==> config.mk <==
export PLATFORM = sky130hd
export DESIGN_NAME = bmf_stream_decoder_flat
export DESIGN_NICKNAME = d
export VERILOG_FILES = /design/src/rtl/bmf_stream_decoder_if.sv /design/src/rtl/bmf_stream_decoder.sv /design/src/flat_wrapper.sv
export SDC_FILE = /design/constraint.sdc
export NUM_CORES = 1
export LEC_CHECK = 0
export CAP_MARGIN = 20
export CORE_MARGIN = 5
export CORE_UTILIZATION = 32
export DETAILED_ROUTE_END_ITERATION = 8
export REMOVE_ABC_BUFFERS = 1
export SLEW_MARGIN = 40
export SYNTH_ARGS = -nofsm -noshare
export SYNTH_HDL_FRONTEND = slang
export SYNTH_SLANG_ARGS = --single-unit
==> constraint.sdc <==
create_clock -name clk -period 1.9 [get_ports clk]
set_input_delay 0.475 -clock clk [delete_from_list [all_inputs] [get_ports clk]]
set_output_delay 0.475 -clock clk [all_outputs]
set_load 0.01 [all_outputs]
==> src/rtl/bmf_stream_decoder_if.sv <==
// ---------------------------------------------------------------------------
// bmf_stream_decoder_if
// Handshake bundle for the BMF stream decoder. It groups three streams.
//   cfg : cfg_valid/cfg_ready/cfg_data/cfg_last carry basis rows of H.
//   in  : in_valid/in_ready/in_k carry the latent codes.
//   out : out_valid/out_ready/out_po carry the reconstructed vectors.
// The master modport is the producer/consumer side (upstream compressor plus
// downstream evaluator). The slave modport is the decoder itself.
// Parameters K (latent width) and M (output width) must match the decoder.
// ---------------------------------------------------------------------------
interface bmf_stream_decoder_if #(
  parameter int K = 5,
  parameter int M = 7
);
  logic         cfg_valid;
  logic         cfg_ready;
  logic [M-1:0] cfg_data;
  logic         cfg_last;
  logic         in_valid;
  logic         in_ready;
  logic [K-1:0] in_k;
  logic         out_valid;
  logic         out_ready;
  logic [M-1:0] out_po;

  modport master (
    output cfg_valid, cfg_data, cfg_last, in_valid, in_k, out_ready,
    input  cfg_ready, in_ready, out_valid, out_po
  );

  modport slave (
    input  cfg_valid, cfg_data, cfg_last, in_valid, in_k, out_ready,
    output cfg_ready, in_ready, out_valid, out_po
  );
endinterface

==> src/rtl/bmf_stream_decoder.sv <==
// ---------------------------------------------------------------------------
// bmf_stream_decoder
// This is the decompressor half of a Boolean-matrix-factorised approximate
// circuit. It holds a K x M basis matrix H, which is loaded one row at a time.
// Each K-bit latent code k becomes the M-bit vector
//   out[j] = reduce_i (k[i] & H[i][j]).
// The reduction is OR when SEMIRING=0 and XOR when SEMIRING=1.
// Ports:
//   clk, rst  : clock and synchronous active-high reset.
//   bus       : cfg/in/out handshakes (slave side of bmf_stream_decoder_if).
//   loaded    : a complete H is resident and codes are being accepted.
//   cfg_err   : sticky flag. cfg_last was not seen exactly on row K-1.
//   dec_count : count of vectors accepted on the out stream since the last
//               reset or reload. It wraps at 2^CNT_W.
// ---------------------------------------------------------------------------
module bmf_stream_decoder #(
  parameter int K        = 5,
  parameter int M        = 7,
  parameter int SEMIRING = 0,
  parameter int CNT_W    = 16
) (
  input  logic                 clk,
  input  logic                 rst,
  bmf_stream_decoder_if.slave  bus,
  output logic                 loaded,
  output logic                 cfg_err,
  output logic [CNT_W-1:0]     dec_count
);
  localparam int RW = (K > 1) ? $clog2(K) : 1;
  localparam logic [RW-1:0] LAST_ROW = RW'(K - 1);

  typedef enum logic [1:0] {EMPTY, LOAD, RUN} state_e;

  state_e             state_q, state_d;
  logic [M-1:0]       h_q [K];
  logic [M-1:0]       h_d [K];
  logic [RW-1:0]      row_q, row_d;
  logic               out_valid_q, out_valid_d;
  logic [M-1:0]       out_po_q, out_po_d;
  logic               loaded_q, loaded_d;
  logic               cfg_err_q, cfg_err_d;
  logic [CNT_W-1:0]   dec_count_q, dec_count_d;

  logic               cfg_ready;
  logic               in_ready;
  logic               cfg_xfer;
  logic               in_xfer;
  logic               out_xfer;
  logic [RW-1:0]      wr_row;
  logic [M-1:0]       decoded;

  // Ready generation.
  // While H is being filled, only cfg rows are accepted.
  // In RUN, a reload may start only once the output register is empty.
  // If a reload and a code arrive together, the reload takes priority.
  always_comb begin
    cfg_ready = 1'b0;
    in_ready  = 1'b0;
    unique case (state_q)
      EMPTY, LOAD: cfg_ready = 1'b1;
      RUN: begin
        cfg_ready = !out_valid_q;
        in_ready  = out_valid_q ? bus.out_ready : !bus.cfg_valid;
      end
      default: ;
    endcase
  end

  assign cfg_xfer = bus.cfg_valid && cfg_ready;
  assign in_xfer  = bus.in_valid && in_ready;
  assign out_xfer = out_valid_q && bus.out_ready;

  // Matrix-vector product over the selected semiring.
  // A row that was never written reads as zero.
  always_comb begin
    decoded = '0;
    for (int i = 0; i < K; i++) begin
      if (bus.in_k[i]) begin
        decoded = (SEMIRING != 0) ? (decoded ^ h_q[i]) : (decoded | h_q[i]);
      end
    end
  end

  // Next-state logic.
  // The first row of every load clears the whole matrix. As a result, rows
  // skipped by an early cfg_last are zero and do not hold data from an
  // older basis.
  always_comb begin
    state_d     = state_q;
    h_d         = h_q;
    row_d       = row_q;
    out_valid_d = out_valid_q;
    out_po_d    = out_po_q;
    loaded_d    = loaded_q;
    cfg_err_d   = cfg_err_q;
    dec_count_d = dec_count_q;
    wr_row      = (state_q == LOAD) ? row_q : '0;

    if (cfg_xfer) begin
      if (wr_row == '0) begin
        for (int r = 0; r < K; r++) h_d[r] = '0;
        dec_count_d = '0;
      end
      h_d[wr_row] = bus.cfg_data;
      if ((wr_row == LAST_ROW) || bus.cfg_last) begin
        state_d  = RUN;
        loaded_d = 1'b1;
        row_d    = '0;
        if ((wr_row != LAST_ROW) || !bus.cfg_last) cfg_err_d = 1'b1;
      end else begin
        state_d  = LOAD;
        loaded_d = 1'b0;
        row_d    = RW'(wr_row + 1'b1);
      end
    end

    if (in_xfer) begin
      out_valid_d = 1'b1;
      out_po_d    = decoded;
    end else if (out_xfer) begin
      out_valid_d = 1'b0;
    end

    if (out_xfer) dec_count_d = dec_count_q + 1'b1;
  end

  // State registers with synchronous reset.
  always_ff @(posedge clk) begin
    if (rst) begin
      state_q     <= EMPTY;
      h_q         <= '{default: '0};
      row_q       <= '0;
      out_valid_q <= 1'b0;
      out_po_q    <= '0;
      loaded_q    <= 1'b0;
      cfg_err_q   <= 1'b0;
      dec_count_q <= '0;
    end else begin
      state_q     <= state_d;
      h_q         <= h_d;
      row_q       <= row_d;
      out_valid_q <= out_valid_d;
      out_po_q    <= out_po_d;
      loaded_q    <= loaded_d;
      cfg_err_q   <= cfg_err_d;
      dec_count_q <= dec_count_d;
    end
  end

  // out_valid is masked during reset so that a held vector cannot be handed
  // over in the cycle that discards it.
  assign bus.cfg_ready = cfg_ready;
  assign bus.in_ready  = in_ready;
  assign bus.out_valid = out_valid_q && !rst;
  assign bus.out_po    = out_po_q;
  assign loaded        = loaded_q;
  assign cfg_err       = cfg_err_q;
  assign dec_count     = dec_count_q;
endmodule

==> src/flat_wrapper.sv <==
// flat-port wrapper written by rule: the top's interface ports become plain ports
module bmf_stream_decoder_flat 
#(
  parameter int K        = 5,
  parameter int M        = 7,
  parameter int SEMIRING = 0,
  parameter int CNT_W    = 16
)
  (clk, rst, loaded, cfg_err, dec_count, bus_cfg_valid, bus_cfg_data, bus_cfg_last, bus_in_valid, bus_in_k, bus_out_ready, bus_cfg_ready, bus_in_ready, bus_out_valid, bus_out_po);
  bmf_stream_decoder_if #(.K(K), .M(M)) bus_i ();
  input  logic clk;
  input  logic rst;
  output logic loaded;
  output logic cfg_err;
  output logic [CNT_W-1:0] dec_count;
  input wire logic [$bits(bus_i.cfg_valid)-1:0] bus_cfg_valid;
  input wire logic [$bits(bus_i.cfg_data)-1:0] bus_cfg_data;
  input wire logic [$bits(bus_i.cfg_last)-1:0] bus_cfg_last;
  input wire logic [$bits(bus_i.in_valid)-1:0] bus_in_valid;
  input wire logic [$bits(bus_i.in_k)-1:0] bus_in_k;
  input wire logic [$bits(bus_i.out_ready)-1:0] bus_out_ready;
  output wire logic [$bits(bus_i.cfg_ready)-1:0] bus_cfg_ready;
  output wire logic [$bits(bus_i.in_ready)-1:0] bus_in_ready;
  output wire logic [$bits(bus_i.out_valid)-1:0] bus_out_valid;
  output wire logic [$bits(bus_i.out_po)-1:0] bus_out_po;
  assign bus_i.cfg_valid = bus_cfg_valid;
  assign bus_i.cfg_data = bus_cfg_data;
  assign bus_i.cfg_last = bus_cfg_last;
  assign bus_i.in_valid = bus_in_valid;
  assign bus_i.in_k = bus_in_k;
  assign bus_i.out_ready = bus_out_ready;
  assign bus_cfg_ready = bus_i.cfg_ready;
  assign bus_in_ready = bus_i.in_ready;
  assign bus_out_valid = bus_i.out_valid;
  assign bus_out_po = bus_i.out_po;
  bmf_stream_decoder #(.K(K), .M(M), .SEMIRING(SEMIRING), .CNT_W(CNT_W)) u_core (.clk(clk), .rst(rst), .bus(bus_i), .loaded(loaded), .cfg_err(cfg_err), .dec_count(dec_count));
endmodule
Word-level counts from Yosys, hierarchy flattened. Cells that the tools add are included.

Output and inout port bits: 28. Register bits after elaboration: 66. Bits of input ports: 18.

Mux-type cells: 22. Reduce and logical (&&, ||, !) cells: 19. Bitwise logic cells: 5. Add/subtract/negate cells: 2. Equal/unequal tests: 4. Magnitude comparators: 2.

Operators with widths (count): $mux W35 (2); $mux W16 (3); $mux W7 (6); $bwmux W35 (1); $or A7 B7 Y7 (4); $demux W7 S3 (1); $add A16 B1 Y16 const B (1); $mux W3 (2); $reduce_bool A2 Y1 (3); $logic_and A1 B1 Y1 (5); $mux W1 (5); $ge A4 B4 Y1 const B (1); $logic_not A1 Y1 (4); $lt A4 B1 Y1 const B (1); $not A3 Y4 (1); $add A3 B1 Y3 const B (1); $eq A3 B3 Y1 const B (1); $logic_not A3 Y1 (1); $ne A3 B3 Y1 const B (1); $reduce_and A3 Y1 (1); $eq A2 B1 Y1 const B (1); $eq A2 B2 Y1 const B (1); $logic_not A2 Y1 (1); $logic_or A1 B1 Y1 (2); other kinds (4) (4).

Depth between registers and ports, before layout.
Word-level depth: 9. Depth in mapped cells: 8. Depth with buffers taken out: 7.

Least setup slack after synthesis. Ideal clock, no wire load.

Path type: reg2reg. From: register u_core.state_q[1]. To: register u_core.dec_count_q[8], in the netlist u_core.dec_count[8]. Slack: 0.139 ns. Period minus slack after synthesis: 1.761 ns. Arrival: 1.670 ns. Cell stages (with the launch flop): 9. Path through: dfxtp_1 > buf_4 > nor2b_1 > nand2_1 > ha_1 > o211ai_2 > buf_2 > nand2_1 > a311oi_1.

Word-level cells in the longest chain between the ends: 6. Elaborated cells between the ends (all ways): 11.

Ends and longest elaborated chain: start, declared (RTL line bmf_stream_decoder.sv:34) `state_e state_q, state_d;`; start signal, assigned (RTL line bmf_stream_decoder.sv:139) `state_q <= state_d;`; $eq A2 B1 Y1 or $logic_not A2 Y1 (tied branches) (RTL line bmf_stream_decoder.sv:59, bmf_stream_decoder.sv:97); $reduce_or A2 Y1 (RTL line bmf_stream_decoder.sv:59) `unique case (state_q)`; $pmux W1 S2 (RTL line bmf_stream_decoder.sv:59); $logic_and A1 B1 Y1 (RTL line bmf_stream_decoder.sv:69) `assign cfg_xfer = bus.cfg_valid && cfg_ready;`; $reduce_bool A2 Y1 (no line); $reduce_and A2 Y1 (no line) (*); end signal, assigned (RTL line bmf_stream_decoder.sv:146) `dec_count_q <= dec_count_d;`; end, declared (RTL line bmf_stream_decoder.sv:42) `logic [CNT_W-1:0] dec_count_q, dec_count_d;`.

Every way passes the cells marked *; elsewhere a longest branch is shown, timed or not. A chain may end at the register's enable or synchronous reset.

Worst setup path in the final report.
From: input rst. To: output bus_out_valid.

Word-level cells in the longest chain between the ends: 2.

Ends and longest elaborated chain: start, declared (RTL line flat_wrapper.sv:12) `input logic rst;`; $logic_not A1 Y1 (RTL line bmf_stream_decoder.sv:154) `assign bus.out_valid = out_valid_q && !rst;`; $logic_and A1 B1 Y1 (RTL line bmf_stream_decoder.sv:154); end, declared (RTL line flat_wrapper.sv:24) `output wire logic [$bits(bus_i.out_valid)-1:0] bus_out_valid;`.

No other way between the ends.

==> results.py <==
metrics = {
    "finish": {
        "fin_area_um2": 3870,
        "final_cells": 487,
        "multi_input_area_um2": 1430,
        "post-route-util_pct": 44.8,
        "num-fill-cells": 829,
        "nNetsFinal": 397,
        "antennaDiodeCount": 0,
        "layout-area-overhead-vs-synth_pct": 37.6,
        "layout-drive-gt1-share_pct": 19.3,
        "seqCellArea_um2": 1310,
    },
    "yosys": {
        "avgSynthCellArea_um2": 9.48,
        "syn-cell-area_um2": 2820,
        "ys_seq_area_share_pct": 46.2,
        "synth_area_leader_cell": "dfxtp_1",
        "synthFlopType": "dfxtp_1",
        "synth_warnings": 0,
        "post_synth_num_cell_types": 50,
        "synth_cells": 297,
        "synth_edf_count": 0,
        "synth_top_cell_area_share_pct": 46.2,
        "synth_seq_cells": 65,
        "async_reset_ff_share_pct": 0,
        "synth.area.top_cells": "dfxtp_1, a22o_1, nand2_1",
    },
    "critical_path": {
        "cp.required_ns": 1.42,
        "critPathArrivalTime_ns": 1.38,
        "crit_path_start": "rst",
        "start_kind": "primary input",
        "rr_startpoint": "u_core.state_q[1]$_SDFFE_PP0P_",
        "reg2reg_slack_ns": 0.12,
        "reg2reg_to": "u_core.dec_count[8]$_SDFFE_PP0P_",
        "endpoint_kind": "output pin",
        "critical_path_class": "in -> out",
        "path_max_fanout": 2,
        "rr_worst_depth": 8,
    },
    "clock_network": {
        "clk_pin_slew_ns": 0.09,
        "clk_latency_ns": 0.35,
        "cts_tree": "done",
        "cts_root_buf": "clkbuf_8",
        "numCtsBuffers": 9,
        "clkSinkCount": 65,
        "clockBufferDepth": 2,
        "cts_htree_levels": 3,
    },
    "placed_design": {
        "dpl.hpwl_mm": 5.62,
        "place_inst": 470,
        "placed_area_um2": 3590,
        "routabilityCongestion": 0.832,
        "port_buffers": 45,
    },
    "floorplan": {
        "die-width_um": 104,
        "die-area_um2": 10800,
        "pin_count": 46,
        "core_area_um2": 8640,
        "die_y_um": 104,
        "start_util_pct": 32.6,
        "rows": 34,
    },
    "timing": {
        "post-route-min-period_ns": 1.85,
        "tightest_slew_ns": 0.644,
        "finClkSkew_ns": 0.0158,
        "slew_headroom_pct": 56.9,
        "fmax_mhz": 539,
        "setup_violations": 0,
        "hold_violations": 0,
        "timing.hold.ws_ns": 0.459,
        "drv_slew": 0,
        "fin_crit_sh_pct": 97.6,
    },
    "pwr": {
        "vdd_drop_max_v": 0.000318,
        "p_leak_nw": 1.49,
        "powerDensity_nw_per_um2": 803,
        "power_mw": 3.11,
    },
    "detailed_routing": {
        "finalWirelength_mm": 7.85,
        "drc": 0,
        "drt_iter0_drc": 145,
        "routedWlPerCell_um": 16.1,
        "drtAntennaViolNets": 0,
        "vias_per_cell": 5.33,
        "vias": 2598,
        "dr.pass1.iters": 5,
    },
    "global_route": {
        "antenna_found_initial": 0,
        "grt_max_degree": 25,
        "grt_pass1_vias": 2514,
        "grt_overflow": 0,
        "grt_pass1_wl_mm": 12.6,
        "grtUsageTotal_pct": 14.4,
    },
    "job": {
        "max_cap_violations": 0,
    },
    "worst_hold_path": {
        "hold_depth": 2,
        "min_to": "u_core.bus.out_po[5]$_SDFFE_PP0P_",
        "hold_path_class": "reg -> reg",
        "hold_start": "u_core.bus.out_po[5]$_SDFFE_PP0P_",
    },
    "status": {
        "status": "complete, no violations",
    },
}
[power by group]
group / internal [mW] / leakage [nW] / total, mW / switching (mW)
Sequential: 1.38 / 0.528 / 1.39 / 0.0129
Clock: 0.887 / 0.122 / 1.48 / 0.589
Combinational: 0.106 / 0.836 / 0.242 / 0.136
[sequential cells by signal, summed over array words and instances (netlist names)]
signal and count:
u_core.h_q 35, u_core.bus.out_po 7, u_core.state_q 2, u_core.out_valid_q 1, u_core.dec_count 16, u_core.cfg_err 1
u_core.row_q 3
[routing by layer]
| layer | global-route usage (%) | part of all wire, % |
|---|---|---|
| met2 | 23.3 | 49 |
| met5 | 0 | 0 |
| met3 | 2.99 | 3.6 |
| met4 | 6.66 | 1.4 |
| met1 | 18.2 | 46 |
[cells in the final DEF, fill, tap and decap left out, types with 4 or more instances in the layout]
master           instances
dfxtp_2                  4
buf_4                   32
nor2_1                  11
nand2_1                 32
a22oi_1                  8
inv_1                    6
o21ai_0                  4
nand4_1                  6
a22o_1                  28
xnor2_1                  4
nor3_1                   5
a21o_1                   8
nand3_1                 19
a222oi_1                 7
a21oi_1                 22
dfxtp_1                 60
ha_1                     5
clkbuf_8                 9
o211a_1                  5
clkdlybuf4s50_1         40
[worst max-delay path, stage by stage]
cell,delay [ns]
clkdlybuf4s50_1,0.43
nor2b_1,0.17
dlygate4sd2_1,0.30
[what timing repair did]
action	4_1_cts	5_1_grt
hold buffers	0	0
setup endpoints to repair	5	33
buffers inserted	1	0
gates resized for setup	11	8
[layout make-up]
type	count	share of cell area (%)
clock buffer	9	3.20
clock inverter	7	3.26
inverter	8	0.775
multi-input combinational	211	36.9
sequential	65	33.8
tap	108	3.49
timing repair buffer	79	18.6
[worst max path at each step]
stage                                        endpoint  slack [ns]  cells after the start
final                                   bus_out_valid        0.05                      3
after detailed placement                 bus_in_ready       -0.37                      4
after global placement                   bus_in_ready       -0.38                      4
after global routing      u_core.h_q[14]$_SDFFE_PP0P_      -0.004                      7
after floorplan           u_core.h_q[21]$_SDFFE_PP0P_        0.06                      5
after CTS                                bus_in_ready      -0.007                      4
[cell usage after synthesis (all sizes together) (7+ instances only)]
cell type  instances
nand4              7
nor3               7
o21ai              8
nand2             32
dfxtp             65
buf               11
inv                7
a22oi              8
a21o               8
nand3             19
a22o              28
a21oi             24
nor2              12
a222oi             7
[stage by stage]
step,setup TNS [ns],setup slack [ns]
after detailed placement,-9.06,-0.367
after global routing,-0.00545,-0.00395
after global placement,-8.32,-0.379
after floorplan,0,0.0570
after CTS,-0.00691,-0.00691
final,0,0.0458
[cell families after synthesis]
| kind of cell | synth area share (%) |
|---|---|
| and+or+nand+nor | 17.3 |
| AOI/OAI and AO/OA | 28.2 |
| DFF | 46.2 |
| buffers and inverters | 3.42 |
| adders and majority gates | 2.22 |
| muxes | 1.07 |
| xor gates and xnor gates | 1.56 |
Note: power is estimated with default switching activity, not from simulation.
